File: config.mk
export PLATFORM = sky130hd
export DESIGN_NAME = uart_rx_fsm
export DESIGN_NICKNAME = d
export VERILOG_FILES = /design/src/rtl/uart_rx_pkg.sv /design/src/rtl/uart_rx_fsm_edge_bit_counter.sv /design/src/rtl/uart_rx_fsm.sv
export SDC_FILE = /design/constraint.sdc
export NUM_CORES = 1
export LEC_CHECK = 0
export BUFFER_PORTS_ARGS = -buffer_cell sky130_fd_sc_hd__buf_2
export CORE_UTILIZATION = 59
export DETAILED_ROUTE_END_ITERATION = 12
export HOLD_SLACK_MARGIN = 0.08
export PLACE_DENSITY = 0.83
export RECOVER_POWER = 100
export SLEW_MARGIN = 30
export SYNTH_ARGS = -nofsm -noshare
export SYNTH_HDL_FRONTEND = slang
export SYNTH_HIERARCHICAL = 1
export SYNTH_SLANG_ARGS = --single-unit
File: constraint.sdc
create_clock -name clk -period 7.49 [get_ports clk]
set_input_delay 0.749 -clock clk [delete_from_list [all_inputs] [get_ports clk]]
set_output_delay 0.749 -clock clk [all_outputs]
set_load 0.02 [all_outputs]
File: src/rtl/uart_rx_pkg.sv
// rtl/uart_rx_pkg.sv - shared types and constants for the UART receive control path
//
// Purpose : state encoding, supported oversampling ratios and the sample-point
//           offset used by the receive FSM and its edge/bit counter.
// Ports   : none (package).

package uart_rx_pkg;

    typedef enum logic [2:0] {
        ST_IDLE,
        ST_START,
        ST_DATA,
        ST_PARITY,
        ST_STOP
    } rx_state_t;

    localparam int unsigned PS_8  = 8;
    localparam int unsigned PS_16 = 16;
    localparam int unsigned PS_32 = 32;

    // The majority vote finishes at edge ps/2+1; the pulse lands one edge later.
    localparam int unsigned SP_OFS = 2;

    // Unsupported ratios fall back to the slowest-safe setting of 8.
    function automatic int unsigned norm_prescale(input int unsigned ps);
        if (ps == PS_16 || ps == PS_32) begin
            return ps;
        end
        return PS_8;
    endfunction

endpackage

File: src/rtl/uart_rx_fsm_edge_bit_counter.sv
// rtl/uart_rx_fsm_edge_bit_counter.sv - oversampling edge and frame bit counter
//
// Purpose : counts oversampling edges within a bit (0..ps_q-1) and bits within
//           a frame; bit_cnt advances when edge_cnt wraps.
// Ports   : clk, rst (async, active-low)
//           cnt_en   - advance the edge counter this cycle
//           clr      - force both counters to 0 (wins over cnt_en)
//           ps_q     - latched oversampling ratio
//           edge_cnt - edge index within the current bit
//           bit_cnt  - bit index within the frame
//           bit_done - current edge is the last edge of the bit

module edge_bit_counter #(
    parameter int PRESCALE_W = 6
) (
    input  logic                  clk,
    input  logic                  rst,
    input  logic                  cnt_en,
    input  logic                  clr,
    input  logic [PRESCALE_W-1:0] ps_q,
    output logic [PRESCALE_W-1:0] edge_cnt,
    output logic [3:0]            bit_cnt,
    output logic                  bit_done
);

    assign bit_done = (edge_cnt == ps_q - PRESCALE_W'(1));

    always_ff @(posedge clk or negedge rst) begin
        if (!rst) begin
            edge_cnt <= '0;
            bit_cnt  <= '0;
        end else if (clr) begin
            edge_cnt <= '0;
            bit_cnt  <= '0;
        end else if (cnt_en) begin
            if (bit_done) begin
                edge_cnt <= '0;
                bit_cnt  <= bit_cnt + 4'd1;
            end else begin
                edge_cnt <= edge_cnt + PRESCALE_W'(1);
            end
        end
    end

endmodule

File: src/rtl/uart_rx_fsm.sv
// rtl/uart_rx_fsm.sv - UART receiver control state machine
//
// Purpose : detects the start edge, sequences start/data/parity/stop bits,
//           issues one-cycle enables to the sampler, deserializer and
//           checkers, and folds checker results into data_valid/frame_err.
// Ports   : clk, rst (async, active-low)
//           rx_in       - synchronized serial line, idle high
//           par_en      - frame has a parity bit (latched at frame start)
//           prescale    - oversampling ratio 8/16/32 (latched at frame start)
//           strt_glitch, par_err, stp_err - registered checker results
//           edge_cnt, bit_cnt - position within the frame
//           dat_samp_en - sampler enable, high outside IDLE
//           deser_en, strt_chk_en, par_chk_en, stp_chk_en - one-cycle pulses
//           data_valid, frame_err - one-cycle end-of-frame status pulses

module uart_rx_fsm
    import uart_rx_pkg::*;
#(
    parameter int PRESCALE_W = 6,
    parameter int DATA_BITS  = 8
) (
    input  logic                  clk,
    input  logic                  rst,
    input  logic                  rx_in,
    input  logic                  par_en,
    input  logic [PRESCALE_W-1:0] prescale,
    input  logic                  strt_glitch,
    input  logic                  par_err,
    input  logic                  stp_err,
    output logic [PRESCALE_W-1:0] edge_cnt,
    output logic [3:0]            bit_cnt,
    output logic                  dat_samp_en,
    output logic                  deser_en,
    output logic                  strt_chk_en,
    output logic                  par_chk_en,
    output logic                  stp_chk_en,
    output logic                  data_valid,
    output logic                  frame_err
);

    localparam logic [3:0] LAST_DATA = 4'(DATA_BITS);

    rx_state_t             state;
    rx_state_t             state_next;
    logic [PRESCALE_W-1:0] ps_q;
    logic                  pen_q;
    logic                  perr_q;

    logic                  cnt_en;
    logic                  cnt_clr;
    logic                  bit_done;
    logic                  frame_start;
    logic                  pre_sp;
    logic                  frame_done;
    logic                  frame_bad;

    edge_bit_counter #(
        .PRESCALE_W (PRESCALE_W)
    ) u_counter (
        .clk      (clk),
        .rst      (rst),
        .cnt_en   (cnt_en),
        .clr      (cnt_clr),
        .ps_q     (ps_q),
        .edge_cnt (edge_cnt),
        .bit_cnt  (bit_cnt),
        .bit_done (bit_done)
    );

    always_comb begin
        state_next = state;
        cnt_en     = 1'b0;
        cnt_clr    = 1'b0;
        case (state)
            ST_IDLE: begin
                cnt_clr = 1'b1;
                if (!rx_in) begin
                    state_next = ST_START;
                end
            end
            ST_START: begin
                cnt_en = 1'b1;
                if (bit_done) begin
                    if (strt_glitch) begin
                        state_next = ST_IDLE;
                        cnt_clr    = 1'b1;
                    end else begin
                        state_next = ST_DATA;
                    end
                end
            end
            ST_DATA: begin
                cnt_en = 1'b1;
                if (bit_done && bit_cnt == LAST_DATA) begin
                    state_next = pen_q ? ST_PARITY : ST_STOP;
                end
            end
            ST_PARITY: begin
                cnt_en = 1'b1;
                if (bit_done) begin
                    state_next = ST_STOP;
                end
            end
            ST_STOP: begin
                cnt_en = 1'b1;
                if (bit_done) begin
                    // Both exits restart the frame counters from zero.
                    cnt_clr    = 1'b1;
                    state_next = rx_in ? ST_IDLE : ST_START;
                end
            end
            default: begin
                state_next = ST_IDLE;
                cnt_clr    = 1'b1;
            end
        endcase
    end

    // A new frame begins on entry to START from IDLE or directly from STOP.
    assign frame_start = (state_next == ST_START) &&
                         (state == ST_IDLE || state == ST_STOP);

    // Enables are registered, so decode the edge just before the sample point;
    // the pulse then appears while edge_cnt equals ps_q/2 + SP_OFS.
    assign pre_sp = (edge_cnt == (ps_q >> 1) + PRESCALE_W'(SP_OFS - 1));

    assign frame_done = (state == ST_STOP) && bit_done;
    assign frame_bad  = stp_err | perr_q;

    always_ff @(posedge clk or negedge rst) begin
        if (!rst) begin
            state <= ST_IDLE;
        end else begin
            state <= state_next;
        end
    end

    always_ff @(posedge clk or negedge rst) begin
        if (!rst) begin
            ps_q   <= PRESCALE_W'(PS_8);
            pen_q  <= 1'b0;
            perr_q <= 1'b0;
        end else begin
            if (frame_start) begin
                ps_q   <= PRESCALE_W'(norm_prescale(32'(prescale)));
                pen_q  <= par_en;
                perr_q <= 1'b0;
            end else if (state == ST_PARITY && bit_done) begin
                perr_q <= par_err;
            end
        end
    end

    always_ff @(posedge clk or negedge rst) begin
        if (!rst) begin
            dat_samp_en <= 1'b0;
            deser_en    <= 1'b0;
            strt_chk_en <= 1'b0;
            par_chk_en  <= 1'b0;
            stp_chk_en  <= 1'b0;
            data_valid  <= 1'b0;
            frame_err   <= 1'b0;
        end else begin
            dat_samp_en <= (state_next != ST_IDLE);
            deser_en    <= (state == ST_DATA)   && pre_sp;
            strt_chk_en <= (state == ST_START)  && pre_sp;
            par_chk_en  <= (state == ST_PARITY) && pre_sp;
            stp_chk_en  <= (state == ST_STOP)   && pre_sp;
            data_valid  <= frame_done && !frame_bad;
            frame_err   <= frame_done &&  frame_bad;
        end
    end

endmodule

==> reports/qor.json <==
{
  "worst_hold_path": {
    "hold-path-cell-count": 1,
    "min-delay-path-class": "reg -> reg",
    "worstHoldStart": "perr_q",
    "end_of_the_worst_hold_path": "data_valid"
  },
  "yosys": {
    "yosysWarnings": 6,
    "netlist_area_before_placement_sq_um": 1710,
    "synthMostInstantiatedCell": "sky130_fd_sc_hd__dfrtp_1",
    "yosysTopAreaCellShare_pct": 39.5,
    "syn-instance-count": 168,
    "synth_area_per_cell_sq_um": 10.2,
    "synthesis.nets": 185,
    "synth.top_cells.by_area": "sky130_fd_sc_hd__dfrtp_1, sky130_fd_sc_hd__xnor2_1, sky130_fd_sc_hd__nor2_1",
    "synth_sequential_area_ratio_pct": 41.0,
    "yosys_most_used_dff": "sky130_fd_sc_hd__dfrtp_1",
    "async_s_r_ff_share_synth_pct": 100,
    "synth.distinct_cells": 50,
    "ys_top_cells_by_count": "sky130_fd_sc_hd__dfrtp_1, sky130_fd_sc_hd__nor2_1, sky130_fd_sc_hd__nand2_1, sky130_fd_sc_hd__xnor2_1, sky130_fd_sc_hd__nand2b_1",
    "post-synth-top-area-cell": "sky130_fd_sc_hd__dfrtp_1",
    "ys_ff_latch": 28,
    "synth_edf_count": 0
  },
  "timing": {
    "worstMarginPinSlew_ns": 1.57,
    "post-route-min-period_ns": 3.87,
    "finClkSkew_ns": 0.00442,
    "slew_limit_fails": 11,
    "setup-tns-final_ns": 0,
    "max_clock_freq_ghz": 0.258,
    "setup_viol_count_final": 0,
    "slew_headroom_pct": -5.73,
    "rsz0062_at_grt": "no",
    "hold_viol": 0,
    "fin_crit_sh_pct": 51.7
  },
  "detailed_routing": {
    "drt-vias-per-instance": 6.09,
    "wl_per_cell_um": 15.4,
    "dr.first_iter.drc_count": 82,
    "detail_route.drc_violations": 0,
    "met3RoutedLength_um": 270,
    "antenna_left": 0,
    "finalWirelength_um": 3500,
    "top_layer_in_use": "met4",
    "m1WireLength_um": 1480,
    "route.met2.wl_um": 1700,
    "routed-via-count": 1389,
    "initial_drt_pass_iterations": 6
  },
  "floorplan": {
    "die_w_um": 55.8,
    "placement_rows": 19,
    "initial_core_utilization_pct": 62.0,
    "die-height_um": 55.8,
    "die_footprint_sq_um": 3120,
    "io_pins": 30,
    "core_area_sq_um": 2760
  },
  "pwr": {
    "logic_pwr_share_pct": 43.5,
    "p_sw_w": 0.000268,
    "ir_drop_v": 0.000281,
    "power_frac_clock_pct": 16.2,
    "power.internal_w": 0.000352,
    "power_density_nw_per_um2": 333,
    "p_leak_nw": 0.805,
    "power_w": 0.000620,
    "p_seq_share_pct": 40.3,
    "power.share.switching_pct": 43.2
  },
  "clock_network": {
    "number_of_levels_in_the_clock_h_tree": 1,
    "cts_root_buf": "sky130_fd_sc_hd__clkbuf_4",
    "cts.repair_timing.setup_buffer_count": 0,
    "tritoncts_clock_tree": "built",
    "path_clk_slew_ns": 0.15,
    "post_cts.resized_instances": 0,
    "post_cts_hold_buffer_count": 0,
    "clock_latency_ns": 0.34,
    "cts.sink_count": 28,
    "cts_inserted_buffers": 3,
    "clockBufferDepth": 2
  },
  "outcome": {
    "result_of_the_run": "finished, violations left",
    "violations": "capacitance limit, slew limit"
  },
  "placement": {
    "io_buffers": 29,
    "detailed_placer_s_ending_hpwl_um": 2550,
    "placed_cells": 224,
    "routabilityCongestion": 0.959
  },
  "layout": {
    "area_delta_synth_final_pct": 8.92,
    "seqCellArea_sq_um": 702,
    "multi_input_comb_area_sq_um": 925,
    "layout-drive-gt1-share_pct": 13.7,
    "n_fill_cell": 220,
    "layout.nets": 215,
    "n_antenna_cell": 0,
    "instances_no_fill": 228
  },
  "worst_setup_path": {
    "r2r_slack_ns": 3.62,
    "timing.critical_path.max_delay_family": "simple AND/OR/NAND/NOR gates",
    "path_class": "reg -> reg",
    "worst-path-buf-inv": 1,
    "rr_endpoint": "ps_q[4]",
    "cp_max_stage_cell": "sky130_fd_sc_hd__nor4_1",
    "timing.critical_path.to_type": "flip-flop",
    "reg2reg_launch_point": "ps_q[1]",
    "critPathMaxFanout": 10,
    "worstSetupStartpoint": "ps_q[1]",
    "crit_path_cell_trace": "inv_1 > ha_1 > nand2b_1 > o211a_1 > o31a_1 > nor2_1 > and2b_4 > nor4_1 > mux2_2",
    "critPathLaunchType": "flip-flop",
    "max_stage_delay_ns": 1.18,
    "worst-r2r-cell-count": 9,
    "cp.required_ns": 7.73,
    "cp.arrival_ns": 4.11
  },
  "global_routing": {
    "via_count_of_the_first_global_routing_pass": 1333,
    "grt_overflow_total": 0,
    "overall_routing_resource_usage_pct": 25.2,
    "grt_first_pass_wirelength_um": 6180,
    "grt_start_max_net_pins": 29,
    "antenna_found_initial": 0
  },
  "flow_run": {
    "maxCapViolations": 1
  }
}
## flip-flops by register name (all words and copies together), names as in the netlist
signal	cells
u_counter/bit_cnt	4
frame_err	1
data_valid	1
strt_chk_en	1
state	3
perr_q	1
ps_q	6
u_counter/edge_cnt	6
pen_q	1
stp_chk_en	1
deser_en	1
par_chk_en	1
dat_samp_en	1
## power by group through the flow
stage | logic (W) | registers, W | clock network [W]
2_1_floorplan | 0.000200 | 0.000263 | 0
3_3_place_gp | 0.000272 | 0.000253 | 0
3_5_place_dp | 0.000283 | 0.000256 | 0
4_1_cts | 0.000284 | 0.000254 | 0.000102
5_1_grt | 0.000301 | 0.000259 | 0.000108
6_report | 0.000270 | 0.000250 | 0.000100
## worst max-delay path by stage
stage                                  to  slack [ns]  cells after the start
finish                            ps_q[4]        3.62                      9
CTS                 u_counter/edge_cnt[5]        4.18                     13
floorplan            u_counter/bit_cnt[0]        4.65                     10
global placement    u_counter/edge_cnt[5]        4.40                     11
global route                      ps_q[4]        3.34                      9
detailed placement  u_counter/edge_cnt[5]        4.21                     13
## logic make-up (layout without fill, tap and decap cells)
group           Yosys count  in the layout  share of synthesized area, %
simple gates             76             76                          28.1
compound gates           30             30                          14.6
flops                    28             28                          41.0
xor+xnor                 14             14                          7.17
buf+inv                  10             39                          2.41
mux                       6              6                          3.80
fa+ha+maj                 4              4                          2.93
## cells in the final DEF, fill, tap and decap left out, drive strengths merged, types with 3 or more instances in the layout
| cell type | netlist | final |
|---|---|---|
| a211oi | 3 | 3 |
| a21oi | 6 | 6 |
| and2b | 4 | 4 |
| and3 | 3 | 3 |
| buf | 3 | 11 |
| clkbuf | 1 | 21 |
| dfrtp | 27 | 27 |
| ha | 4 | 4 |
| inv | 6 | 6 |
| mux2 | 4 | 4 |
| nand2 | 10 | 10 |
| nand2b | 7 | 7 |
| nand3 | 6 | 6 |
| nand3b | 3 | 3 |
| nor2 | 16 | 16 |
| nor2b | 4 | 4 |
| nor3 | 6 | 6 |
| nor3b | 3 | 3 |
| nor4 | 3 | 3 |
| o21a | 3 | 3 |
| o31ai | 3 | 3 |
| or4 | 4 | 4 |
| xnor2 | 9 | 9 |
| xor2 | 5 | 5 |
## per-layer routing
| layer | track usage [%] | up-vias |
|---|---|---|
| met5 | 0 | - |
| met1 | 34.3 | 643 |
| li1 | - | 676 |
| met3 | 3.02 | 6 |
| met4 | 8.36 | 0 |
| met2 | 42.2 | 64 |
## stage by stage
stage	area, sq um	hold WS (ns)	setup slack, ns	utilization [%]
floorplan	1710	0.431	4.65	-
finish	1860	0.481	3.62	67.6
global route	1860	0.495	3.34	67.6
CTS	1930	0.406	4.18	69.9
global placement	1880	0.453	4.40	68.0
detailed placement	1880	0.459	4.21	68.0
## area by class of cell
class | instances | area share (%)
Tap cell | 31 | 2.08
Multi-Input combinational cell | 130 | 49.6
Sequential cell | 28 | 37.7
Clock buffer | 3 | 1.21
Inverter | 6 | 1.21
Timing Repair Buffer | 29 | 6.58
Clock inverter | 1 | 1.61
## worst register-to-register path, stage by stage, from the launching register on
cell,delay [ns]
sky130_fd_sc_hd__dfrtp_1,0.51
sky130_fd_sc_hd__inv_1,0.08
sky130_fd_sc_hd__ha_1,0.21
sky130_fd_sc_hd__nand2b_1,0.17
sky130_fd_sc_hd__o211a_1,0.14
sky130_fd_sc_hd__o31a_1,0.31
sky130_fd_sc_hd__nor2_1,0.44
sky130_fd_sc_hd__and2b_4,0.28
sky130_fd_sc_hd__nor4_1,1.18
sky130_fd_sc_hd__mux2_2,0.44
Note: power is estimated with default switching activity, not from simulation.
